--- src/rtl/pipe_ctrl_pkg.sv ---
// pipe_ctrl_pkg: shared definitions for the pipeline sequencer.
//   pc_state_e        sequencer state encodings (RUN/DM_WAIT/DRAIN/TAKE)
//   DEF_DRAIN_CYCLES  default bubble count before an interrupt is taken
//   DRAIN_CNT_W       width of the drain counter (covers 1..7 cycles)
package pipe_ctrl_pkg;

   typedef enum logic [1:0] {
      PC_RUN     = 2'd0,
      PC_DM_WAIT = 2'd1,
      PC_DRAIN   = 2'd2,
      PC_TAKE    = 2'd3
   } pc_state_e;

   localparam int unsigned DEF_DRAIN_CYCLES = 3;
   localparam int unsigned DRAIN_CNT_W      = 3;

endpackage

--- src/rtl/pipe_ctrl_satcnt.sv ---
// pipe_ctrl_satcnt: CNT_W-bit up counter that sticks at all-ones.
//   clk  in   core clock
//   rst  in   asynchronous active-high reset, clears the count
//   inc  in   count this cycle
//   cnt  out  current count
module pipe_ctrl_satcnt #(
   parameter int unsigned CNT_W = 16
) (
   input  logic             clk,
   input  logic             rst,
   input  logic             inc,
   output logic [CNT_W-1:0] cnt
);

   logic [CNT_W-1:0] cnt_q;
   logic [CNT_W-1:0] cnt_d;

   always_comb begin
      cnt_d = cnt_q;
      if (inc && (cnt_q != '1)) begin
         cnt_d = cnt_q + CNT_W'(1);
      end
   end

   always_ff @(posedge clk or posedge rst) begin
      if (rst) begin
         cnt_q <= '0;
      end else begin
         cnt_q <= cnt_d;
      end
   end

   assign cnt = cnt_q;

endmodule

--- src/rtl/pipe_ctrl.sv ---
// pipe_ctrl: central sequencer for the 5-stage pipeline.
//   clk, rst                 clock, asynchronous active-high reset
//   do_hazard                load-use hazard for the instruction in ID
//   do_jump                  taken jump/branch resolved in EX
//   dm_access, dm_ack        MEM-stage data access and its completion
//   irq_req                  level interrupt request
//   irq_take                 one-cycle pulse, PC loads the vector
//   pc_en, xreg1..4_en       PC / pipeline register load enables
//   xreg1_flush, xreg2_flush bubble insert into IF/ID and ID/EX
//   stall_cnt, flush_cnt     saturating performance counters
//   state                    current sequencer state (debug)
module pipe_ctrl
   import pipe_ctrl_pkg::*;
#(
   parameter int unsigned CNT_W        = 16,
   parameter int unsigned DRAIN_CYCLES = DEF_DRAIN_CYCLES
) (
   input  logic             clk,
   input  logic             rst,
   input  logic             do_hazard,
   input  logic             do_jump,
   input  logic             dm_access,
   input  logic             dm_ack,
   input  logic             irq_req,
   output logic             irq_take,
   output logic             pc_en,
   output logic             xreg1_en,
   output logic             xreg2_en,
   output logic             xreg3_en,
   output logic             xreg4_en,
   output logic             xreg1_flush,
   output logic             xreg2_flush,
   output logic [CNT_W-1:0] stall_cnt,
   output logic [CNT_W-1:0] flush_cnt,
   output logic [1:0]       state
);

   localparam logic [DRAIN_CNT_W-1:0] DRAIN_LOAD = DRAIN_CNT_W'(DRAIN_CYCLES - 1);

   pc_state_e              state_q, state_d;
   logic [DRAIN_CNT_W-1:0] drain_q, drain_d;
   logic                   irq_take_q;
   logic                   dm_stall;
   logic                   jump_acc;
   logic                   stall_inc;

   always_comb begin
      dm_stall    = dm_access & ~dm_ack;
      pc_en       = 1'b1;
      xreg1_en    = 1'b1;
      xreg2_en    = 1'b1;
      xreg3_en    = 1'b1;
      xreg4_en    = 1'b1;
      xreg1_flush = 1'b0;
      xreg2_flush = 1'b0;
      jump_acc    = 1'b0;
      state_d     = state_q;
      drain_d     = drain_q;

      case (state_q)
         // RUN and the ack cycle of DM_WAIT share the same priority chain;
         // only RUN may accept an interrupt.
         PC_RUN, PC_DM_WAIT: begin
            if ((state_q == PC_RUN) ? dm_stall : !dm_ack) begin
               pc_en    = 1'b0;
               xreg1_en = 1'b0;
               xreg2_en = 1'b0;
               xreg3_en = 1'b0;
               xreg4_en = 1'b0;
               state_d  = PC_DM_WAIT;
            end else begin
               state_d = PC_RUN;
               if (do_jump) begin
                  xreg1_flush = 1'b1;
                  xreg2_flush = 1'b1;
                  jump_acc    = 1'b1;
               end else if (do_hazard) begin
                  pc_en       = 1'b0;
                  xreg1_en    = 1'b0;
                  xreg2_flush = 1'b1;
               end else if (irq_req && (state_q == PC_RUN)) begin
                  pc_en       = 1'b0;
                  xreg1_flush = 1'b1;
                  drain_d     = DRAIN_LOAD;
                  state_d     = PC_DRAIN;
               end
            end
         end

         PC_DRAIN: begin
            if (dm_stall) begin
               pc_en    = 1'b0;
               xreg1_en = 1'b0;
               xreg2_en = 1'b0;
               xreg3_en = 1'b0;
               xreg4_en = 1'b0;
            end else begin
               // A jump here loads its target, which becomes the return PC.
               pc_en       = do_jump;
               xreg1_flush = 1'b1;
               xreg2_flush = do_jump;
               jump_acc    = do_jump;
               // The acceptance cycle already inserted one bubble, so the
               // last DRAIN cycle is the one where the counter steps 1->0.
               if (drain_q <= DRAIN_CNT_W'(1)) begin
                  drain_d = '0;
                  state_d = PC_TAKE;
               end else begin
                  drain_d = drain_q - DRAIN_CNT_W'(1);
               end
            end
         end

         PC_TAKE: begin
            xreg1_flush = 1'b1;
            state_d     = PC_RUN;
         end

         default: begin
            state_d = PC_RUN;
         end
      endcase

      if (rst) begin
         pc_en       = 1'b0;
         xreg1_en    = 1'b0;
         xreg2_en    = 1'b0;
         xreg3_en    = 1'b0;
         xreg4_en    = 1'b0;
         xreg1_flush = 1'b1;
         xreg2_flush = 1'b1;
      end
   end

   always_ff @(posedge clk or posedge rst) begin
      if (rst) begin
         state_q    <= PC_RUN;
         drain_q    <= '0;
         irq_take_q <= 1'b0;
      end else begin
         state_q    <= state_d;
         drain_q    <= drain_d;
         irq_take_q <= (state_d == PC_TAKE);
      end
   end

   assign irq_take  = irq_take_q;
   assign state     = state_q;
   assign stall_inc = ~pc_en & ~rst;

   pipe_ctrl_satcnt #(.CNT_W(CNT_W)) u_stall_cnt (
      .clk (clk),
      .rst (rst),
      .inc (stall_inc),
      .cnt (stall_cnt)
   );

   pipe_ctrl_satcnt #(.CNT_W(CNT_W)) u_flush_cnt (
      .clk (clk),
      .rst (rst),
      .inc (jump_acc),
      .cnt (flush_cnt)
   );

endmodule

--- config.mk ---
export PLATFORM = sky130hd
export DESIGN_NAME = pipe_ctrl
export DESIGN_NICKNAME = d
export VERILOG_FILES = /design/src/rtl/pipe_ctrl_pkg.sv /design/src/rtl/pipe_ctrl_satcnt.sv /design/src/rtl/pipe_ctrl.sv
export SDC_FILE = /design/constraint.sdc
export NUM_CORES = 1
export LEC_CHECK = 0
export CORE_MARGIN = 10
export CORE_UTILIZATION = 51
export CTS_BUF_LIST = sky130_fd_sc_hd__clkbuf_8
export DETAILED_ROUTE_END_ITERATION = 10
export PLACE_DENSITY_LB_ADDON = 0.08
export RECOVER_POWER = 25
export SLEW_MARGIN = 40
export SYNTH_ARGS = -nofsm -noshare
export SYNTH_HDL_FRONTEND = slang
export SYNTH_SLANG_ARGS = --single-unit
export TNS_END_PERCENT = 100
--- constraint.sdc ---
create_clock -name clk -period 2 [get_ports clk]
set_input_delay 0.2 -clock clk [delete_from_list [all_inputs] [get_ports clk]]
set_output_delay 0.2 -clock clk [all_outputs]
set_load 0.03 [all_outputs]
## Word-level counts from Yosys, hierarchy flattened

Index checks and enable logic that the tools add are counted.

- Bitwise gates (word level): 5
- Mux-type cells: 45
- Equality and inequality tests: 11
- Add/sub/neg operators: 3
- Reductions and logical operators: 8
- $lt $le $gt $ge: 1

Operators by type and width:

| kind | count |
|---|---|
| adder 16 x 1 -> 16 bit, second input constant | 2 |
| != test 16 bit, second input constant | 2 |
| two-way mux 1 bit | 25 |
| two-way mux 3 bit | 6 |
| two-way mux 2 bit | 6 |
| != test 2 bit, second input constant | 5 |
| case mux 1 bit (2 select lines) | 5 |
| equality test 2 bit, second input constant | 3 |
| case mux 2 bit (3 select lines) | 1 |
| case mux 3 bit (2 select lines) | 1 |
| AND reduction 6 bit | 1 |
| less-or-equal comparator 3 x 1 -> 1 bit, second input constant | 1 |
| logical AND 1 bit | 3 |
| NOT 1 bit | 3 |
| case mux 1 bit (3 select lines) | 1 |
| subtractor 3 x 1 -> 3 bit, second input constant | 1 |
| bitwise AND 1 bit | 2 |
| equality test 2 x 1 -> 1 bit, second input constant | 1 |
| logical NOT 2 bit | 1 |
| nonzero test 2 bit | 1 |
| OR reduction 2 bit | 1 |
| logical NOT 1 bit | 1 |

- Bits of input ports: 7
- Flip-flop bits (word level): 38

## Depth between registers and ports, before layout

Gate-level depths: netlist of run 1.

- Word-level depth: 11
- Depth in mapped cells: 7
- Mapped depth without buffers: 6

## By module

From an unflattened synthesis of run 1, not the netlist that was laid out.

- Cells, all modules: 201
- Area, all modules: 2,102.0 µm²

By module, submodules not included:

| module | instances | area an instance (µm²) | cells an instance | seq. area each (µm²) |
|---|---|---|---|---|
| pipe_ctrl_satcnt | 2 | 805.8 | 71 | 400.4 |
| pipe_ctrl | 1 | 490.5 | 59 | 150.1 |

## Worst setup path before layout of run 1

Ideal clock, no wire load.

- Path type: flip-flop to flip-flop
- Start point: register u_flush_cnt.cnt_q[0], in the netlist u_flush_cnt.cnt[0]
- End point: register u_flush_cnt.cnt_q[8], in the netlist u_flush_cnt.cnt[8]
- Library setup time: 0.137 ns
- Data required time: 1.863 ns
- Arrival time: 1.817 ns
- Path buffers: 1
- Cell stages (with the launch flop): 8
- Slack: 0.046 ns
- Cells stage by stage: dfrtp_1 -> ha_1 -> and4_1 -> nand4_1 -> o21ba_2 -> buf_2 -> and3_1 -> xor2_1

- Cells in the longest elaborated chain, start to end: 2
- Elaborated cells on any way between the ends: 3
- Classes of those cells: add/sub (1); eq/ne (1); reduce/logical (1)

RTL lines:

| element | RTL line | RTL |
|---|---|---|
| start, declared | pipe_ctrl_satcnt.sv:15 | `logic [CNT_W-1:0] cnt_q;` |
| start signal, assigned | pipe_ctrl_satcnt.sv:29 | `cnt_q <= cnt_d;` |
| branches (longest 2 deep; another with adder 16 x 1 -> 16 bit) | - |  |

Several ways; the timed one is not identified.
A chain may end at the register's enable or synchronous reset.

## Final worst setup path of run 1

Ends and elaborated chain as after synthesis.

==> results of run 1 <==
cells by family after synthesis:
logic type                 share of synthesized area, %
and+or+nand+nor                                    22.1
DFF                                                47.3
AOI/OAI and AO/OA                                  10.4
xor gates and xnor gates                           10.9
buffers and inverters                              3.98
muxes                                              2.80
adders and majority gates                          2.49
state kept, by name, indices dropped and copies added, names as in the netlist:
| name | count |
|---|---|
| u_stall_cnt.cnt | 16 |
| u_flush_cnt.cnt | 16 |
| drain_q | 3 |
| irq_take | 1 |
| state | 2 |
Yosys cell counts, types with 5 or more instances:
master	number
dfrtp_1	38
nor2_1	18
nand2_1	17
xnor2_1	17
nand3_1	13
nand4_1	9
inv_1	8
xor2_1	8
and3_1	7
o21ai_0	7
a21oi_1	5
mux2_2	5
nor3_1	5
worst max-delay path, cell delays in order (launching register included):
cell,delay [ns]
dfrtp_1,0.40
ha_1,0.22
and4_1,0.27
nand4_1,0.19
o21ba_2,0.32
and3_1,0.21
xor2_1,0.14
final timing paths:
check                                    from                   to  slack [ns]  cells past startpoint
max                        u_flush_cnt.cnt[0]   u_flush_cnt.cnt[8]        0.14                      6
max in group asynchronous                 rst  u_flush_cnt.cnt[13]        0.48                      3
min in group clk           u_flush_cnt.cnt[7]   u_flush_cnt.cnt[7]        0.48                      1
min                                       rst  u_stall_cnt.cnt[13]        0.46                      2
min reg2reg                u_flush_cnt.cnt[7]   u_flush_cnt.cnt[7]        0.48                      1
max reg2reg                u_flush_cnt.cnt[0]   u_flush_cnt.cnt[8]        0.14                      6
stage by stage:
stage | instance area, µm² | setup WS, ns | TNS [ns]
floorplan | 2010 | 0.0464 | 0
global placement | 2560 | 0.0187 | 0
detailed placement | 2560 | -0.0159 | -0.0159
CTS | 2640 | 0.122 | 0
global route | 2640 | 0.0144 | 0
finish | 2640 | 0.137 | 0
layout make-up:
| cell class | instances | area share (%) |
|---|---|---|
| Multi-Input combinational cell | 147 | 37.1 |
| Sequential cell | 38 | 36.1 |
| Timing Repair Buffer | 58 | 20.3 |
| Clock buffer | 6 | 3.13 |
| Tap cell | 48 | 2.28 |
| Inverter | 8 | 1.14 |
per-layer routing:
layer | global-route usage (%) | vias to the layer above | routed length [µm] | part of all wire (%)
met5 | 0 | - | 0 | 0
met4 | 6.86 | 0 | 75 | 1.7
met3 | 5.06 | 8 | 377 | 8.4
met2 | 21.9 | 42 | 2030 | 45
met1 | 16.9 | 765 | 2010 | 45
li1 | - | 813 | - | -
where the power goes:
group / internal [mW] / switching, mW / leakage [nW]
clock network: 0.266 / 0.250 / 0.0431
logic: 0.511 / 0.642 / 0.623
registers: 0.936 / 0.204 / 0.493
==> results.yml, run 1 <==
cells_and_area:
  multi_input_area_um2: 978
  utilization_pct: 70.5
  layout.cells.most_common: "clkdlybuf4s50_1"
  most-common-layout-cells: "40 x clkdlybuf4s50_1, 38 x dfrtp_1, 18 x nor2_1, 17 x xnor2_1, 17 x nand2_1"
  nets: 269
  drive_above_1_share_pct: 13.6
  instances_no_fill: 305
  fillers: 310
  area_delta_synth_final_pct: 31.3
  n_antenna_cell: 0
  seqCellArea_um2: 951
setup_path:
  crit_path_end_kind: "flop"
  crit_arrival_ns: 2.03
  critPathKind: "flop to flop"
  critPathMaxFanout: 7
  startpoint_type: "flop"
  worstPathRequired_ns: 2.17
cts:
  clockBufferDepth: 2
  insertion_delay_ns: 0.29
  clk_pin_slew_ns: 0.07
  ctsResizeCount: 0
  cts_hold_buffers: 0
  cts_root_buffer: "clkbuf_8"
  htree_levels: 2
  cts_buffers: 5
  cts.sinks: 38
  cts_setup_buffers: 0
  tritoncts: "done"
min_path:
  hp-class: "primary input to asynchronous set/reset pin"
detailed_routing:
  detail-route-antenna-nets: 0
  wl_per_cell_um: 14.7
  viasPerCell: 5.34
  drtIter0Drc: 50
  dr_total_vias: 1628
  drc: 0
  drt_first_pass_iters: 4
  drt-total-wl_um: 4490
placement:
  dpl.cell_count: 299
  dp_hpwl_um: 3340
  port_buffers: 48
  gp_congestion: 0.777
yosys:
  post_synth.cell_area_avg_um2: 10.1
  syn_inst: 199
  synthTopCellsByArea: "dfrtp_1 47%, xnor2_1 7.4%, xor2_1 3.5%"
  ys_ff_latch: 38
  yosys.area.top_type: "dfrtp_1"
  async_flop_share_pct: 100
  synth_edf_count: 0
  yosys_warnings: 0
  synth_top_area_share_pct: 47.3
  synthesis.area_um2: 2010
  ys.flop_type: "dfrtp_1"
  ys_seq_area_share_pct: 47.3
  syn_nets: 210
  synth.distinct_cells: 38
sta:
  slew_viol_final: 0
  period_minus_slack_ns: 1.86
  max_freq_mhz: 537
  rsz0062_at_grt: "no"
  finalSetupViolations: 0
  finalCritPeriodShare_pct: 93.1
  holdWs_ns: 0.464
  finalHoldViolCount: 0
  skew_ns: 0.00379
  worstMarginPinSlew_ns: 0.752
  slew-limit-headroom_pct: 49.9
power:
  vdd_ir_drop_max_uv: 831
  total_power_mw: 2.81
  leakage_nw: 1.16
  pwr_density_cell_nw_per_um2: 1060
grt:
  grt_pass1_vias: 1597
  grt.total_usage_pct: 14.1
  grt_max_degree: 32
  grt_overflow: 0
  antenna_found_initial: 0
  grt_first_pass_wirelength_um: 7510
floorplanning:
  rows: 22
  initial_core_util_pct: 53.7
  core_um2: 3740
  dieArea_um2: 6850
  die_w_um: 82.8
  pin_count: 49
  die_h_um: 82.8
run:
  maxCapViolations: 0
run_status:
  outcome: "complete, no violations"
No activity file was read; power rests on OpenSTA's default activity.
==> run 2, diff against run 1 <==
--- a/config.mk
+++ b/config.mk
@@ -5,8 +5,9 @@
 export SDC_FILE = /design/constraint.sdc
 export NUM_CORES = 1
 export LEC_CHECK = 0
-export CORE_MARGIN = 10
-export CORE_UTILIZATION = 51
+export CELL_PAD_IN_SITES_DETAIL_PLACEMENT = 1
+export CELL_PAD_IN_SITES_GLOBAL_PLACEMENT = 2
+export CORE_UTILIZATION = 31
 export CTS_BUF_LIST = sky130_fd_sc_hd__clkbuf_8
 export DETAILED_ROUTE_END_ITERATION = 10
 export PLACE_DENSITY_LB_ADDON = 0.08
==> results.yml, run 2 (synthesis gave the netlist of run 1 again) <==
cells_and_area:
  n_antenna_cell: 0
  area_delta_synth_final_pct: 38.4
  multi_input_area_um2: 985
  most-common-layout-cells: "40 x clkdlybuf4s50_1, 38 x dfrtp_1, 22 x buf_4, 18 x nor2_1"
  fillers: 707
  drive_above_1_share_pct: 16.5
  nets: 276
  layout.cells.most_common: "clkdlybuf4s50_1"
  seqCellArea_um2: 951
  instances_no_fill: 341
power:
  vdd_ir_drop_max_uv: 676
  pwr_density_cell_nw_per_um2: 1130
  leakage_nw: 1.22
floorplanning:
  rows: 28
  die_w_um: 82.5
  dieArea_um2: 6810
  initial_core_util_pct: 33.0
  core_um2: 6100
  pin_count: 49
  die_h_um: 82.5
grt:
  met2_usage_pct: 24.0
  grt_pass1_vias: 1640
  grt_overflow: 0
  met3_usage_pct: 3.30
  grt.total_usage_pct: 15.9
  grt_use_met1_pct: 22.6
  grt_first_pass_wirelength_um: 8010
  grt_max_degree: 24
  globalRoute.busiestLayer: "met2"
  antenna_found_initial: 0
cts:
  clockBufferDepth: 2
  tritoncts: "done"
  cts_hold_buffers: 0
  insertion_delay_ns: 0.29
  clk_pin_slew_ns: 0.08
  cts.sinks: 38
  ctsResizeCount: 0
  cts_root_buffer: "clkbuf_8"
  htree_levels: 2
  cts_setup_buffers: 0
  cts_buffers: 5
detailed_routing:
  detail-route-antenna-nets: 0
  drt_first_pass_iters: 4
  drtIter0Drc: 35
  viasPerCell: 4.85
  wl_per_cell_um: 14.0
  drc: 0
  dr_total_vias: 1654
  drt-total-wl_um: 4780
min_path:
  hp-class: "primary input to asynchronous set/reset pin"
setup_path:
  worstPathRequired_ns: 1.80
  critPathMaxFanout: 8
  r2r_start: "u_flush_cnt.cnt[0]"
  r2r_slack_ns: 0.18
  r2r-end: "u_flush_cnt.cnt[11]"
  reg2reg_depth: 6
  startpoint_type: "flop"
  crit_arrival_ns: 1.63
  critPathKind: "flop to output port"
  crit_path_end_kind: "output port"
placement:
  gp_congestion: 0.694
  port_buffers: 48
  dpl.cell_count: 333
  dp_hpwl_um: 3640
sta:
  worstMarginPinSlew_ns: 0.580
  period_minus_slack_ns: 1.83
  max_freq_mhz: 547
  rsz0062_at_grt: "no"
  slew-limit-headroom_pct: 61.4
  finalHoldViolCount: 0
  finalCritPeriodShare_pct: 91.5
  finalSetupViolations: 0
  slew_viol_final: 0
  fin_setup_tns_ns: 0
  skew_ns: 0.00897
run_status:
  outcome: "complete, no violations"
run:
  maxCapViolations: 0
run 2: changes by cell type in the layout (fill, tap and decap cells not counted), sizes merged:
cell,delta
bufinv,+2
clkinv,+1
buf,+6
run 2: metal layers:
metal / up-vias / routed length, µm / share of wire, %
li1: 826 / - / -
met1: 787 / 2500 / 52
met2: 37 / 2010 / 42
met3: 4 / 229 / 4.8
met4: 0 / 44 / 0.92
met5: - / 0 / 0
run 2: final cells by class:
cell class,count,share of cell area (%)
multi-input cells,147,35.4
flip-flops and latches,38,34.2
repair buffers,65,21.0
well taps,75,3.37
clock buffers,5,2.47
clock inverters,3,2.47
inverters,8,1.08
run 2: how the worst max path moves through the flow:
| stage | startpoint | end | slack, ns | cells past startpoint |
|---|---|---|---|---|
| after floorplan | u_flush_cnt.cnt[0] | u_flush_cnt.cnt[8] | 0.05 | 7 |
| after global placement | do_jump | u_stall_cnt.cnt[1] | 0.05 | 6 |
| after detailed placement | do_jump | u_stall_cnt.cnt[1] | 0.03 | 6 |
| after CTS | u_stall_cnt.cnt[1] | u_stall_cnt.cnt[1] | 0.15 | 6 |
| after global routing | u_flush_cnt.cnt[0] | u_flush_cnt.cnt[11] | 0.03 | 6 |
| final | state[0] | state[0] | 0.17 | 2 |
run 2: per-stage QoR:
stage / hold slack (ns) / power (mW) / cell area [µm²] / util [%] / setup WS (ns)
final: 0.462 / 3.13 / 2780 / 45.6 / 0.171
after global routing: 0.498 / 3.32 / 2780 / 45.6 / 0.0345
after CTS: 0.365 / 3.18 / 2780 / 45.6 / 0.151
after detailed placement: 0.480 / 2.38 / 2640 / 43.4 / 0.0344
after global placement: 0.472 / 2.36 / 2640 / 43.4 / 0.0453
after floorplan: 0.359 / 1.87 / 2010 / - / 0.0464
run 2: where the power goes:
group          leakage [nW]  internal [mW]  switching [mW]
Combinational         0.654          0.545           0.659
Clock                0.0683          0.500           0.287
Sequential            0.493          0.935           0.204
run 2: critical path: stages, from the launching register on:
cell and delay, ns:
dfrtp_1 0.50, buf_4 0.18, clkdlybuf4s50_1 0.66
==> run 3, diff against run 2 <==
--- a/config.mk
+++ b/config.mk
@@ -10,6 +10,7 @@
 export CORE_UTILIZATION = 31
 export CTS_BUF_LIST = sky130_fd_sc_hd__clkbuf_8
 export DETAILED_ROUTE_END_ITERATION = 10
+export HOLD_SLACK_MARGIN = 0.02
 export PLACE_DENSITY_LB_ADDON = 0.08
 export RECOVER_POWER = 25
 export SLEW_MARGIN = 40
==> results of run 3 <==
No change in the layout: final DEF, timing and power equal those of run 2.
==> variant: new RTL, config.mk and constraints of run 3 <==
Register the output `flush_cnt`, cleared by the reset; this adds one clock of latency there. The other outputs are not delayed to match.
--- a/src/rtl/pipe_ctrl.sv
+++ b/src/rtl/pipe_ctrl.sv
@@ -37,4 +37,6 @@
 
    localparam logic [DRAIN_CNT_W-1:0] DRAIN_LOAD = DRAIN_CNT_W'(DRAIN_CYCLES - 1);
+
+   logic [CNT_W-1:0] flush_cnt_d;
 
    pc_state_e              state_q, state_d;
@@ -160,6 +162,14 @@
       .rst (rst),
       .inc (jump_acc),
-      .cnt (flush_cnt)
+      .cnt (flush_cnt_d)
    );
+
+   always_ff @(posedge clk or posedge rst) begin
+      if (rst) begin
+         flush_cnt <= '0;
+      end else begin
+         flush_cnt <= flush_cnt_d;
+      end
+   end
 
 endmodule
Function: changed (a bounded check fails within 4 cycles, from zero or initial values and one cycle with rst high).
==> variant against run 3 <==
  * Sequential cell count grew 16
  * Maximum frequency decreased by 2.2%
  * Non-clock buffer count up 17
  * Worst setup slack worse by 0.041 ns
  * Largest cell class is now sequential cells
  * Final area grew 21%
  * Routed wire length rose by 21%
  * Power grew 15%
  * Synthesized area rose by 23%
  * Critical path type unchanged
==> variant: results (changes against run 3) <==
Power
  • Cell-internal power: 2.209 mW (was 1.980 mW)
  • Worst VDD drop: 0.5588 mV (was 0.6760 mV)
  • Gate power share: 39.7% (was 38.5%)
  • Power consumed by the clock network: 0.663 mW (was 0.787 mW)
  • Leakage power total: 1.519 nW (was 1.215 nW)

CTS
  • Clock Latency Late Sink: 0.32 ns (was 0.29 ns)
  • Clock-pin slew on the worst setup and hold paths: 0.11 ns (was 0.08 ns)

Yosys
  • Proportion of synthesized chip area in sequential cells: 54.60% (was 47.32%)
  • Post-synth net total: 226 (was 210)
  • Mapped Avg Cell Area: 11.51 um^2 (was 10.10 um^2)

GRT
  • Pin count of the biggest net entering global routing: 55 (was 24)
  • Via count of the first global-routing pass: 2074 (was 1640)
  • Met1 GRT Util: 20.32% (was 22.60%)
  • Global-route usage over all layers: 15.15% (was 15.88%)
  • Global-route wire length before repair: 10120 um (was 8010 um)
  • Global routing met2 resource utilization: 25.19% (was 23.97%)
  • Met3 track demand over resource: 2.094% (was 3.297%)

Cells and area
  • Share of post-route cells with drive strength above 1: 22.74% (was 16.54%)
  • Final Instance Count excl. Fillers: 401 (was 341)

Route
  • Number of DRC markers after the initial detailed-route iteration: 84 (was 35)
  • Routed length on met3: 90 um (was 229 um)
  • DR vias: 1921 (was 1654)
  • Sum of met2 wire segment lengths after detailed routing: 2929 um (was 2005 um)
  • Metal1 wirelength: 2713 um (was 2496 um)
  • Routed wire per std cell: 14.38 um (was 14.01 um)

Placement
  • Post-place setup slack: -0.1358 ns (was 0.03443 ns)
  • Placer congestion estimate: 0.7156 (was 0.6937)
  • Instance area after placement: 3289 um^2 (was 2644 um^2)
  • Detailed placer's ending HPWL: 4314 um (was 3644 um)

Timing
  • Tightest hold margin: 0.4313 ns (was 0.4615 ns)
  • Worst-Margin Slew: 0.6790 ns (was 0.5797 ns)
  • Minimum setup slack in the final design: 0.1292 ns (was 0.1706 ns)
  • Layout Skew: 0.01501 ns (was 0.008975 ns)

Setup path
  • Data arrival time of the critical path: 1.67 ns (was 1.63 ns)
  • Slowest cell delay on critical path: 0.68 ns (was 0.66 ns)
  • Depth of the most critical reg-to-reg path: 5 (was 6)
  • Capturing point of the worst reg2reg path: u_stall_cnt.cnt[1] (was u_flush_cnt.cnt[11])
  • Startpoint of the lowest-slack register-to-register path: u_stall_cnt.cnt[0] (was u_flush_cnt.cnt[0])

Status
  • Run status: finished clean (unchanged)

Hold path
  • Type of the worst min-delay path: reg -> reg (was in -> async)
## variant: cell count changes after synthesis, sizes merged, moves of 3 or more
cell           run 3  this run
nand4              9        14
xor2               8        12
nand2             17        11
nand2b             2         5
dfrtp             38        54
nor4b              0         3
nand3             13        10
mux2               5         2
## variant: layout make-up
cell class                      instances  area, um^2  area share [%]
Multi-Input combinational cell        149        1049           31.08
Inverter                                6       23.77          0.7047
Timing Repair Buffer                   82       720.7           21.36
Tap cell                              102       127.6           3.783
Clock inverter                          3       28.78          0.8531
Sequential cell                        54        1355           40.17
Clock buffer                            5       68.82           2.040
## variant: cell families (layout without fill, tap and decap cells)
group,after synthesis,in the layout,synth area share (%)
xor+xnor,27,27,9.555
mux,3,3,1.466
fa+ha+maj,4,4,2.022
simple gates,85,85,21.13
compound gates,30,30,8.190
buf+inv,12,96,3.033
flops,54,54,54.60
## variant: timing repair
item | CTS | global route
hold buffers | 0 | 0
gates resized for setup | 1 | 3
setup endpoints to repair | 1 | 1
